--- src/rtl/dmem_arbiter_if.sv ---
// Data-memory arbiter bus: pipeline (m_*) and loader (l_*) request ports plus
// the single-ported memory side (mem_*). slave = arbiter, master = environment.
interface dmem_arbiter_if #(
    parameter int AW = 10
);
    logic          m_req;
    logic          m_we;
    logic [63:0]   m_addr;
    logic [63:0]   m_wdata;
    logic          m_done;
    logic [63:0]   m_rdata;
    logic          m_err;
    logic          m_stall;

    logic          l_req;
    logic          l_we;
    logic [63:0]   l_addr;
    logic [63:0]   l_wdata;
    logic          l_done;
    logic [63:0]   l_rdata;
    logic          l_err;

    logic          mem_req;
    logic          mem_we;
    logic [AW-1:0] mem_addr;
    logic [63:0]   mem_wdata;
    logic [63:0]   mem_rdata;
    logic          mem_ack;

    modport slave (
        input  m_req, m_we, m_addr, m_wdata,
        output m_done, m_rdata, m_err, m_stall,
        input  l_req, l_we, l_addr, l_wdata,
        output l_done, l_rdata, l_err,
        output mem_req, mem_we, mem_addr, mem_wdata,
        input  mem_rdata, mem_ack
    );

    modport master (
        output m_req, m_we, m_addr, m_wdata,
        input  m_done, m_rdata, m_err, m_stall,
        output l_req, l_we, l_addr, l_wdata,
        input  l_done, l_rdata, l_err,
        input  mem_req, mem_we, mem_addr, mem_wdata,
        output mem_rdata, mem_ack
    );
endinterface

--- src/rtl/dmem_arbiter.sv ---
// Shares the single-ported data memory between the pipeline memory stage (M)
// and the loader/debug port (L); one access at a time, bounded L starvation.
module dmem_arbiter #(
    parameter int DEPTH        = 1024,
    parameter int AW           = 10,
    parameter int MAX_M_STREAK = 4,
    parameter int TIMEOUT      = 16
) (
    input  logic           clk,
    input  logic           reset_n,
    dmem_arbiter_if.slave  bus
);
    localparam int SW = $clog2(MAX_M_STREAK + 1);
    localparam int TW = $clog2(TIMEOUT + 1);

    typedef enum logic [1:0] {IDLE, BUSY_M, BUSY_L, RESP} state_t;

    state_t        state;
    logic [SW-1:0] streak;
    logic [TW-1:0] tcount;
    logic          m_oor;
    logic          l_oor;
    logic          grant_l;

    always_comb begin
        m_oor   = bus.m_addr >= 64'(DEPTH);
        l_oor   = bus.l_addr >= 64'(DEPTH);
        grant_l = bus.l_req && (!bus.m_req || streak == SW'(MAX_M_STREAK));
    end

    assign bus.m_stall = bus.m_req & ~bus.m_done;

    always_ff @(posedge clk or negedge reset_n) begin
        if (!reset_n) begin
            state         <= IDLE;
            streak        <= '0;
            tcount        <= '0;
            bus.m_done    <= 1'b0;
            bus.m_err     <= 1'b0;
            bus.m_rdata   <= '0;
            bus.l_done    <= 1'b0;
            bus.l_err     <= 1'b0;
            bus.l_rdata   <= '0;
            bus.mem_req   <= 1'b0;
            bus.mem_we    <= 1'b0;
            bus.mem_addr  <= '0;
            bus.mem_wdata <= '0;
        end else begin
            bus.m_done <= 1'b0;
            bus.m_err  <= 1'b0;
            bus.l_done <= 1'b0;
            bus.l_err  <= 1'b0;

            case (state)
                IDLE: begin
                    if (grant_l) begin
                        streak <= '0;
                        if (l_oor) begin
                            state      <= RESP;
                            bus.l_done <= 1'b1;
                            bus.l_err  <= 1'b1;
                        end else begin
                            state         <= BUSY_L;
                            tcount        <= '0;
                            bus.mem_req   <= 1'b1;
                            bus.mem_we    <= bus.l_we;
                            bus.mem_addr  <= bus.l_addr[AW-1:0];
                            bus.mem_wdata <= bus.l_wdata;
                        end
                    end else if (bus.m_req) begin
                        // grant_l already covers a saturated streak, so no overflow here
                        if (bus.l_req) begin
                            streak <= streak + 1'b1;
                        end else begin
                            streak <= '0;
                        end
                        if (m_oor) begin
                            state      <= RESP;
                            bus.m_done <= 1'b1;
                            bus.m_err  <= 1'b1;
                        end else begin
                            state         <= BUSY_M;
                            tcount        <= '0;
                            bus.mem_req   <= 1'b1;
                            bus.mem_we    <= bus.m_we;
                            bus.mem_addr  <= bus.m_addr[AW-1:0];
                            bus.mem_wdata <= bus.m_wdata;
                        end
                    end
                end

                BUSY_M, BUSY_L: begin
                    if (bus.mem_ack) begin
                        state       <= RESP;
                        bus.mem_req <= 1'b0;
                        bus.mem_we  <= 1'b0;
                        if (state == BUSY_M) begin
                            bus.m_done <= 1'b1;
                            if (!bus.mem_we) bus.m_rdata <= bus.mem_rdata;
                        end else begin
                            bus.l_done <= 1'b1;
                            if (!bus.mem_we) bus.l_rdata <= bus.mem_rdata;
                        end
                    end else if (tcount == TW'(TIMEOUT - 1)) begin
                        state       <= RESP;
                        bus.mem_req <= 1'b0;
                        bus.mem_we  <= 1'b0;
                        if (state == BUSY_M) begin
                            bus.m_done <= 1'b1;
                            bus.m_err  <= 1'b1;
                        end else begin
                            bus.l_done <= 1'b1;
                            bus.l_err  <= 1'b1;
                        end
                    end else begin
                        tcount <= tcount + 1'b1;
                    end
                end

                RESP: state <= IDLE;

                default: state <= IDLE;
            endcase
        end
    end
endmodule

--- src/flat_wrapper.sv ---
// flat-port wrapper written by rule: the top's interface ports become plain ports
module dmem_arbiter_flat 
#(
    parameter int DEPTH        = 1024,
    parameter int AW           = 10,
    parameter int MAX_M_STREAK = 4,
    parameter int TIMEOUT      = 16
)
  (clk, reset_n, bus_m_req, bus_m_we, bus_m_addr, bus_m_wdata, bus_m_done, bus_m_rdata, bus_m_err, bus_m_stall, bus_l_req, bus_l_we, bus_l_addr, bus_l_wdata, bus_l_done, bus_l_rdata, bus_l_err, bus_mem_req, bus_mem_we, bus_mem_addr, bus_mem_wdata, bus_mem_rdata, bus_mem_ack);
  dmem_arbiter_if #(.AW(AW)) bus_i ();
  input  logic clk;
  input  logic reset_n;
  input wire logic [$bits(bus_i.m_req)-1:0] bus_m_req;
  input wire logic [$bits(bus_i.m_we)-1:0] bus_m_we;
  input wire logic [$bits(bus_i.m_addr)-1:0] bus_m_addr;
  input wire logic [$bits(bus_i.m_wdata)-1:0] bus_m_wdata;
  output wire logic [$bits(bus_i.m_done)-1:0] bus_m_done;
  output wire logic [$bits(bus_i.m_rdata)-1:0] bus_m_rdata;
  output wire logic [$bits(bus_i.m_err)-1:0] bus_m_err;
  output wire logic [$bits(bus_i.m_stall)-1:0] bus_m_stall;
  input wire logic [$bits(bus_i.l_req)-1:0] bus_l_req;
  input wire logic [$bits(bus_i.l_we)-1:0] bus_l_we;
  input wire logic [$bits(bus_i.l_addr)-1:0] bus_l_addr;
  input wire logic [$bits(bus_i.l_wdata)-1:0] bus_l_wdata;
  output wire logic [$bits(bus_i.l_done)-1:0] bus_l_done;
  output wire logic [$bits(bus_i.l_rdata)-1:0] bus_l_rdata;
  output wire logic [$bits(bus_i.l_err)-1:0] bus_l_err;
  output wire logic [$bits(bus_i.mem_req)-1:0] bus_mem_req;
  output wire logic [$bits(bus_i.mem_we)-1:0] bus_mem_we;
  output wire logic [$bits(bus_i.mem_addr)-1:0] bus_mem_addr;
  output wire logic [$bits(bus_i.mem_wdata)-1:0] bus_mem_wdata;
  input wire logic [$bits(bus_i.mem_rdata)-1:0] bus_mem_rdata;
  input wire logic [$bits(bus_i.mem_ack)-1:0] bus_mem_ack;
  assign bus_i.m_req = bus_m_req;
  assign bus_i.m_we = bus_m_we;
  assign bus_i.m_addr = bus_m_addr;
  assign bus_i.m_wdata = bus_m_wdata;
  assign bus_m_done = bus_i.m_done;
  assign bus_m_rdata = bus_i.m_rdata;
  assign bus_m_err = bus_i.m_err;
  assign bus_m_stall = bus_i.m_stall;
  assign bus_i.l_req = bus_l_req;
  assign bus_i.l_we = bus_l_we;
  assign bus_i.l_addr = bus_l_addr;
  assign bus_i.l_wdata = bus_l_wdata;
  assign bus_l_done = bus_i.l_done;
  assign bus_l_rdata = bus_i.l_rdata;
  assign bus_l_err = bus_i.l_err;
  assign bus_mem_req = bus_i.mem_req;
  assign bus_mem_we = bus_i.mem_we;
  assign bus_mem_addr = bus_i.mem_addr;
  assign bus_mem_wdata = bus_i.mem_wdata;
  assign bus_i.mem_rdata = bus_mem_rdata;
  assign bus_i.mem_ack = bus_mem_ack;
  dmem_arbiter #(.DEPTH(DEPTH), .AW(AW), .MAX_M_STREAK(MAX_M_STREAK), .TIMEOUT(TIMEOUT)) u_core (.clk(clk), .reset_n(reset_n), .bus(bus_i));
endmodule
--- config.mk ---
export PLATFORM = sky130hd
export DESIGN_NAME = dmem_arbiter_flat
export DESIGN_NICKNAME = d
export VERILOG_FILES = /design/src/rtl/dmem_arbiter_if.sv /design/src/rtl/dmem_arbiter.sv /design/src/flat_wrapper.sv
export SDC_FILE = /design/constraint.sdc
export NUM_CORES = 1
export LEC_CHECK = 0
export CORE_AREA = 2 2 209 211
export CTS_BUF_LIST = sky130_fd_sc_hd__clkbuf_4
export DETAILED_ROUTE_END_ITERATION = 12
export DIE_AREA = 0 0 211 213
export GPL_TIMING_DRIVEN = 1
export MAX_ROUTING_LAYER = met4
export PLACE_DENSITY_LB_ADDON = 0.12
export SLEW_MARGIN = 20
export SYNTH_ARGS = -nofsm -noshare
export SYNTH_HDL_FRONTEND = slang
export SYNTH_SLANG_ARGS = --single-unit
--- constraint.sdc ---
create_clock -name clk -period 4.32 [get_ports clk]
set_input_delay 0.648 -clock clk [delete_from_list [all_inputs] [get_ports clk]]
set_output_delay 0.648 -clock clk [all_outputs]
set_load 0.05 [all_outputs]
==> run_results.csv, run 1 <==
group,metric,value,unit
run_status,status,"completed",
worst_hold_path,worstHoldPathType,"register to register",
power_and_ir_drop,clock_power_share,0.195,
sta,fmaxAchievable,346,MHz
place,count_of_buffers_inserted_at_the_top_level_ports,535,
power_and_ir_drop,power.share.combinational,0.520,
synth,synth_cells,733,
global_routing,largest_net_degree_at_the_start_of_global_routing,119,
floorplanning,floorplan.io_pins,536,
detailed_routing,drcViolationCount,0,
synth,post_synth_edffs,0,
sta,post-route-min-period,2.89,ns
detailed_routing,routed-via-count,7841,
power_and_ir_drop,swShare,0.431,
layout,fillCellCount,4253,
layout,final_util,0.380,
place,gp_congestion,0.849,
layout,syn_to_final_growth,74.5,%
power_and_ir_drop,netSwitchingPower,4620,uW
floorplanning,row_count,76,
sta,post-route-period-util,0.669,
clock_tree,worstSkewPairLatency,0.69,ns
synth,synth_ff_type,"sky130_fd_sc_hd__dfrtp_1",
floorplanning,die_area,44900,um2
sta,grt_setup_unrepaired,"no",
power_and_ir_drop,max-vdd-ir-drop,284,uV
clock_tree,cts_sinks,218,
detailed_routing,detailedRoute.firstPassIterationCount,5,
detailed_routing,wl,35.2,mm
global_routing,grt_antenna_before_repair,5,
detailed_routing,initial_drt_markers,297,
floorplanning,dieHeight,213,um
synth,synth-seq-cells,218,
global_routing,number_of_global_route_vias_before_repair,8430,
synth,synth_cell_types,39,
synth,synth_seq_area_share,0.587,
synth,fraction_of_registers_with_async_set_reset,1.00,
power_and_ir_drop,internal_power,6090,uW
synth,synth_top_area_share,0.587,
sta,worst_max_slew_margin_expressed_relative_to_the_limit,0.409,
synth,synthesis.nets,1069,
layout,drive_above_1_share,0.184,
synth,synth_top_area_cell,"sky130_fd_sc_hd__dfrtp_1",
critical_path,arrival,2.24,ns
sta,fin_tns_setup,0,ns
power_and_ir_drop,leakage,0.00667,uW
power_and_ir_drop,cellPowerDensity,660,nW/um2
detailed_routing,via_per_inst,4.13,
clock_tree,cts.repair.resized,0,
synth,synth_area_leaders,"sky130_fd_sc_hd__dfrtp_1 59%, sky130_fd_sc_hd__mux2_2 16%, sky130_fd_sc_hd__mux2i_1 8.3%",
detailed_routing,postRouteAntennaNets,0,
sta,tightest_slew,0.883,ns
job,maxCapViolations,0,
detailed_routing,wl_per_cell,18.6,um
synth,number_of_synthesis_warnings,0,
sta,maxSlewViolCount,0,
layout,number_of_nets_in_the_finished_design,1643,
synth,synth.cell_area,9300,um2
critical_path,worstSetupStartpointType,"input port",
sta,worst_hold_slack,0.475,ns
clock_tree,clkSlewWorstSetupHoldPaths,0.05,ns
floorplanning,placeableCoreArea,42700,um2
global_routing,grt_first_pass_wirelength,51.9,mm
clock_tree,tritoncts,"built",
sta,final.setup_skew,0.0298,ns
clock_tree,cts_max_path_buffers,3,
place,dpl.hpwl,26.9,mm
critical_path,crit_path_end_kind,"primary output",
critical_path,path_class,"input port to primary output",
synth,syn_area_cell,12.7,um2
sta,setup_viol,0,
power_and_ir_drop,share_seq_of_total_power,0.285,
sta,finalHoldViolCount,0,
clock_tree,cts_root_buf,"sky130_fd_sc_hd__clkbuf_4",
floorplanning,floorplan.die.width,211,um
clock_tree,ctsHtreeMaxLevel,3,
global_routing,grtUsageTotal,0.161,
clock_tree,cts_inserted_buffers,68,
floorplanning,starting_density_of_the_core,0.218,
critical_path,required,3.67,ns
critical_path,largest_driver_fanout_on_the_critical_path,6,
global_routing,globalRoute.totalOverflow,0,
## sequential cells by signal, indices dropped and copies added, names as in the netlist
| signal | flops |
|---|---|
| u_core.bus.l_err | 1 |
| u_core.bus.m_err | 1 |
| u_core.tcount | 5 |
| u_core.bus.mem_we | 1 |
| u_core.streak | 3 |
| u_core.bus.mem_addr | 10 |
| u_core.bus.m_done | 1 |
| u_core.bus.l_done | 1 |
| u_core.state | 2 |
| u_core.bus.mem_req | 1 |
| u_core.bus.l_rdata | 64 |
| u_core.bus.mem_wdata | 64 |
| u_core.bus.m_rdata | 64 |
## logic make-up (layout without fill, tap and decap cells)
kind of cell / count (synthesis) / in the layout / synth area share
buf+inv: 52 / 665 / 0.0223
mux: 206 / 206 / 0.240
compound gates: 99 / 99 / 0.0590
flops: 218 / 218 / 0.587
simple gates: 149 / 149 / 0.0802
other cells: 0 / 6 / 0
fa+ha+maj: 9 / 9 / 0.0121
## timing repair
| item | 4_1_cts | 5_1_grt |
|---|---|---|
| hold buffers | 1 | 0 |
| endpoints found under the hold margin | 84 | 0 |
| setup buffers | 0 | 0 |
## cell usage in the layout, fill, tap and decap left out, types with 2 or more instances in the layout
master                            count
sky130_fd_sc_hd__mux2_2             128
sky130_fd_sc_hd__mux2i_1             77
sky130_fd_sc_hd__clkinv_2             2
sky130_fd_sc_hd__or3_1                3
sky130_fd_sc_hd__nand3b_1             3
sky130_fd_sc_hd__nand2b_1             3
sky130_fd_sc_hd__inv_1               11
sky130_fd_sc_hd__and3_1               2
sky130_fd_sc_hd__a211o_1              3
sky130_fd_sc_hd__dfrtp_1            218
sky130_fd_sc_hd__nand4b_1             2
sky130_fd_sc_hd__buf_12               7
sky130_fd_sc_hd__ha_1                 9
sky130_fd_sc_hd__o21ai_0             79
sky130_fd_sc_hd__a21o_1               2
sky130_fd_sc_hd__nand4_1              6
sky130_fd_sc_hd__clkinv_1             9
sky130_fd_sc_hd__nor4_1              27
sky130_fd_sc_hd__a21oi_1              2
sky130_fd_sc_hd__bufinv_16            3
sky130_fd_sc_hd__o211ai_1             2
sky130_fd_sc_hd__nor4_2               3
sky130_fd_sc_hd__buf_4                2
sky130_fd_sc_hd__nand2_1             85
sky130_fd_sc_hd__clkdlybuf4s50_1    534
sky130_fd_sc_hd__a211oi_1             2
sky130_fd_sc_hd__diode_2              6
sky130_fd_sc_hd__clkbuf_4            94
sky130_fd_sc_hd__nor2_1               7
sky130_fd_sc_hd__o31ai_1              4
## path summary, 6_finish.rpt
kind | cells after the start | to | slack [ns] | start
worst max-delay path | 3 | bus_m_stall | 1.43 | bus_m_req
worst max register to register | 8 | u_core.bus.mem_wdata[20]$_DFFE_PN0P_ | 1.64 | u_core.streak[0]$_DFFE_PN0P_
worst min-delay path | 2 | u_core.bus.mem_wdata[61]$_DFFE_PN0P_ | 0.48 | u_core.bus.mem_wdata[61]$_DFFE_PN0P_
min in group asynchronous | 2 | u_core.bus.mem_wdata[38]$_DFFE_PN0P_ | 0.54 | reset_n
worst min register to register | 2 | u_core.bus.mem_wdata[61]$_DFFE_PN0P_ | 0.48 | u_core.bus.mem_wdata[61]$_DFFE_PN0P_
max in group asynchronous | 3 | u_core.bus.mem_wdata[10]$_DFFE_PN0P_ | 2.79 | reset_n
## Yosys cell counts (2+ instances only)
library cell and count:
sky130_fd_sc_hd__a211o_1 3, sky130_fd_sc_hd__a211oi_1 2, sky130_fd_sc_hd__a21o_1 2, sky130_fd_sc_hd__a21oi_1 2
sky130_fd_sc_hd__and3_1 2, sky130_fd_sc_hd__buf_2 4, sky130_fd_sc_hd__clkbuf_1 35, sky130_fd_sc_hd__dfrtp_1 218
sky130_fd_sc_hd__ha_1 9, sky130_fd_sc_hd__inv_1 11, sky130_fd_sc_hd__mux2_2 128, sky130_fd_sc_hd__mux2i_1 77
sky130_fd_sc_hd__nand2_1 85, sky130_fd_sc_hd__nand2b_1 3, sky130_fd_sc_hd__nand3b_1 3, sky130_fd_sc_hd__nand4_1 6
sky130_fd_sc_hd__nand4b_1 2, sky130_fd_sc_hd__nor2_1 8, sky130_fd_sc_hd__nor4_1 27, sky130_fd_sc_hd__nor4_2 3
sky130_fd_sc_hd__o211ai_1 2, sky130_fd_sc_hd__o21ai_0 79, sky130_fd_sc_hd__o31ai_1 4, sky130_fd_sc_hd__or3_1 3
## power by group through the flow
stage / Clock [uW] / Sequential, uW / Combinational (uW)
global route: 2330 / 3140 / 5840
finish: 2080 / 3050 / 5570
detailed placement: 0 / 3090 / 5640
CTS: 2210 / 3060 / 5650
global placement: 0 / 3080 / 5630
floorplan: 0 / 5310 / 1320
## worst max-delay path, cell delays in order
cell                              delay [ns]
sky130_fd_sc_hd__clkdlybuf4s50_1        0.58
sky130_fd_sc_hd__nor2b_1                0.17
sky130_fd_sc_hd__clkdlybuf4s50_1        0.84
## per-stage QoR
step / total power, uW / instances / instance area, um2 / worst slack, ns
2_1_floorplan: 6630 / 733 / 9300 / 1.88
3_3_place_gp: 8710 / 1782 / 15400 / 0.799
3_5_place_dp: 8740 / 1782 / 15400 / 0.783
4_1_cts: 10900 / 1892 / 16200 / 1.42
5_1_grt: 11300 / 1898 / 16200 / 1.31
6_report: 10700 / 1898 / 16200 / 1.43
## per-layer routing
layer / global-route usage / routed length [um]
met5: - / 0
met4: 0.0493 / 660
met3: 0.0660 / 3160
met2: 0.268 / 17600
met1: 0.176 / 13800
## layout make-up
type                       count  area (um2)  share of cell area
inverter                      11        41.3             0.00255
clock inverter                15         138             0.00849
timing repair buffer         545        5530               0.341
multi-input combinational    463        3660               0.225
tap                          546         683              0.0421
sequential                   218        5460               0.336
clock buffer                  94         706              0.0435
antenna                        6        15.0            0.000926
No activity file was read; power rests on OpenSTA's default activity.
==> inputs of run 2 (changes only) <==
--- a/config.mk
+++ b/config.mk
@@ -5,10 +5,10 @@
 export SDC_FILE = /design/constraint.sdc
 export NUM_CORES = 1
 export LEC_CHECK = 0
-export CORE_AREA = 2 2 209 211
+export CORE_AREA = 2 2 211 213
 export CTS_BUF_LIST = sky130_fd_sc_hd__clkbuf_4
 export DETAILED_ROUTE_END_ITERATION = 12
-export DIE_AREA = 0 0 211 213
+export DIE_AREA = 0 0 213 215
 export GPL_TIMING_DRIVEN = 1
 export MAX_ROUTING_LAYER = met4
 export PLACE_DENSITY_LB_ADDON = 0.12
==> constraint.sdc (replaced) <==
create_clock -name clk -period 2.8 [get_ports clk]
set_input_delay 0.42 -clock clk [delete_from_list [all_inputs] [get_ports clk]]
set_output_delay 0.42 -clock clk [all_outputs]
set_load 0.05 [all_outputs]
==> run 2 against run 1 <==
- first-iteration DRC count down 32%
- non-clock buffer count up 24
- die area up 1.9%
- utilization down 0.096 points
- hold slack worse by 0.20 ns
- via count up 2.1%
- routed wire length up 1.2%
- sequential share of layout area down 0.65 points
- worst setup slack worse by 1.1 ns
- global-route usage down 0.092 points
- register-to-register slack worse by 1.2 ns
- combinational power up 57%
- largest power group unchanged
==> run_results.csv, run 2 (synthesis results as in run 1) <==
group,metric,value,unit
run_status,status,"completed",
floorplanning,floorplan.io_pins,536,
sta,fin_tns_setup,0,ns
layout,top_regs,"u_core.bus.l_rdata (64), u_core.bus.m_rdata (64), u_core.bus.mem_wdata (64)",
sta,final.setup_skew,0.0481,ns
critical_path,crit-reg2reg-capture,"u_core.tcount[0]$_DFFE_PN0P_",
clock_tree,cts_sinks,218,
layout,final_util,0.379,
floorplanning,die_area,45800,um2
critical_path,critical_path.reg2reg.startpoint,"u_core.streak[0]$_DFFE_PN0P_",
critical_path,crit_path_end_kind,"primary output",
place,gp_congestion,0.852,
sta,tightest_slew,0.645,ns
clock_tree,worstSkewPairLatency,0.72,ns
job,maxCapViolations,0,
detailed_routing,wl,35.7,mm
power_and_ir_drop,max-vdd-ir-drop,489,uV
clock_tree,cts.repair.resized,0,
power_and_ir_drop,power.total,16800,uW
power_and_ir_drop,leakage,0.00683,uW
critical_path,path_class,"register to primary output",
layout,final-seq-area,5460,um2
detailed_routing,postRouteAntennaNets,0,
place,place_inst,1852,
detailed_routing,wl_per_cell,18.0,um
detailed_routing,via_per_inst,4.05,
worst_hold_path,worstHoldPathType,"input port to asynchronous set/reset pin",
layout,layout.cells.most_common_list,"533 x sky130_fd_sc_hd__clkdlybuf4s50_1, 218 x sky130_fd_sc_hd__dfrtp_1, 128 x sky130_fd_sc_hd__mux2_2",
sta,post-route-min-period,2.49,ns
sta,post-route-period-util,0.889,
critical_path,largest_driver_fanout_on_the_critical_path,4,
global_routing,largest_net_degree_at_the_start_of_global_routing,69,
clock_tree,clkSlewWorstSetupHoldPaths,0.06,ns
critical_path,critical_path.top_delay_family,"buffers and inverters",
sta,finalHoldViolCount,0,
sta,worst_max_slew_margin_expressed_relative_to_the_limit,0.569,
critical_path,worst-path-stages,1,
critical_path,critPathBufInv,1,
critical_path,worst_setup_path_endpoint,"bus_mem_we",
layout,fillCellCount,4367,
sta,maxSlewViolCount,0,
critical_path,worstPathCellList,"clkdlybuf4s50_1",
layout,final_common_cell,"sky130_fd_sc_hd__clkdlybuf4s50_1",
global_routing,globalRoute.totalOverflow,0,
layout,final_area,16500,um2
critical_path,worstSetupStartpointType,"register",
detailed_routing,drcViolationCount,0,
layout,number_of_nets_in_the_finished_design,1667,
critical_path,ff2ff_path_depth,10,
sta,fmaxAchievable,402,MHz
clock_tree,cts_inserted_buffers,68,
layout,syn_to_final_growth,77.9,%
place,postPlaceCellArea,15600,um2
detailed_routing,routed-via-count,8006,
global_routing,number_of_global_route_vias_before_repair,8575,
critical_path,cpPeakStageDelay,0.88,ns
clock_tree,ctsHtreeMaxLevel,3,
critical_path,required,2.38,ns
floorplanning,dieHeight,215,um
global_routing,grtUsageTotal,0.160,
floorplanning,floorplan.die.width,213,um
critical_path,timing.reg2reg.setup_slack,0.40,ns
layout,fin_cells,1978,
power_and_ir_drop,cellPowerDensity,1010,nW/um2
sta,grt_setup_unrepaired,"no",
global_routing,grt_first_pass_wirelength,52.7,mm
clock_tree,post-cts-setup-buffer-count,0,
floorplanning,placeableCoreArea,43600,um2
critical_path,arrival,2.07,ns
critical_path,critPathLaunch,"u_core.bus.mem_we$_DFFE_PN0P_",
detailed_routing,detailedRoute.firstPassIterationCount,4,
clock_tree,post_cts_hold_buffer_count,1,
clock_tree,cts_root_buf,"sky130_fd_sc_hd__clkbuf_4",
floorplanning,row_count,77,
critical_path,worst_path_max_delay_cell,"sky130_fd_sc_hd__clkdlybuf4s50_1",
detailed_routing,initial_drt_markers,203,
layout,multi_input_comb_area,3660,um2
clock_tree,cts_max_path_buffers,3,
place,count_of_buffers_inserted_at_the_top_level_ports,535,
layout,drive_above_1_share,0.203,
floorplanning,starting_density_of_the_core,0.213,
global_routing,grt_antenna_before_repair,3,
sta,setup_viol,0,
place,dpl.hpwl,27.5,mm
clock_tree,tritoncts,"built",
==> run 2: cell count changes in the layout (fill, tap and decap cells not counted), sizes merged <==
cell	change
clkinvlp	+1
diode	-2
inv	+2
clkbuf	+6
buf	+25
clkdlybuf4s50	-1
clkinv	+4
bufinv	-1
==> run 2: worst register-to-register path, stage by stage (launching register included) <==
cell                       delay [ns]
sky130_fd_sc_hd__dfrtp_1         0.40
sky130_fd_sc_hd__inv_1           0.07
sky130_fd_sc_hd__ha_1            0.20
sky130_fd_sc_hd__a21boi_1        0.10
sky130_fd_sc_hd__buf_4           0.16
sky130_fd_sc_hd__nand4b_1        0.17
sky130_fd_sc_hd__nor4_2          0.16
sky130_fd_sc_hd__buf_4           0.16
sky130_fd_sc_hd__nor3_2          0.04
sky130_fd_sc_hd__or3_1           0.48
sky130_fd_sc_hd__mux2_4          0.34
==> run 2: worst min-delay path by stage <==
stage / startpoint / to / slack [ns] / depth (start not counted)
floorplan: reset_n / u_core.bus.l_done$_DFF_PN0_ / 0.12 / 0
global route: reset_n / u_core.bus.m_done$_DFF_PN0_ / 0.23 / 2
finish: reset_n / u_core.bus.mem_wdata[38]$_DFFE_PN0P_ / 0.28 / 2
global placement: reset_n / u_core.bus.mem_wdata[43]$_DFFE_PN0P_ / 0.43 / 1
detailed placement: reset_n / u_core.bus.mem_wdata[43]$_DFFE_PN0P_ / 0.42 / 1
CTS: reset_n / u_core.bus.m_done$_DFF_PN0_ / 0.18 / 2
==> run 2: layout make-up <==
class | instances | share of cell area
multi-input cells | 463 | 0.221
flip-flops and latches | 218 | 0.330
repair buffers | 569 | 0.347
well taps | 592 | 0.0448
inverters | 11 | 0.00250
clock buffers | 100 | 0.0454
diodes | 4 | 0.000605
clock inverters | 21 | 0.00862
==> run 2: layer usage <==
metal	vias to the layer above	part of all wire	global-route usage
met4	0	0.028	0.0573
met1	3782	0.39	0.177
met3	62	0.078	0.0552
met5	-	0	-
met2	282	0.50	0.266
li1	3880	-	-
==> run 2: where the power goes <==
part           internal [uW]  switching [uW]  total (uW)
sequential              4200             517        4720
clock                   1820            1480        3310
combinational           3470            5250        8730
==> run 2: metrics by stage <==
step                      setup slack [ns]  hold slack [ns]
after floorplan                      0.587            0.124
final                                0.312            0.275
after detailed placement            -0.233            0.424
after global placement              -0.217            0.428
after global routing                 0.185            0.229
after CTS                            0.181            0.185
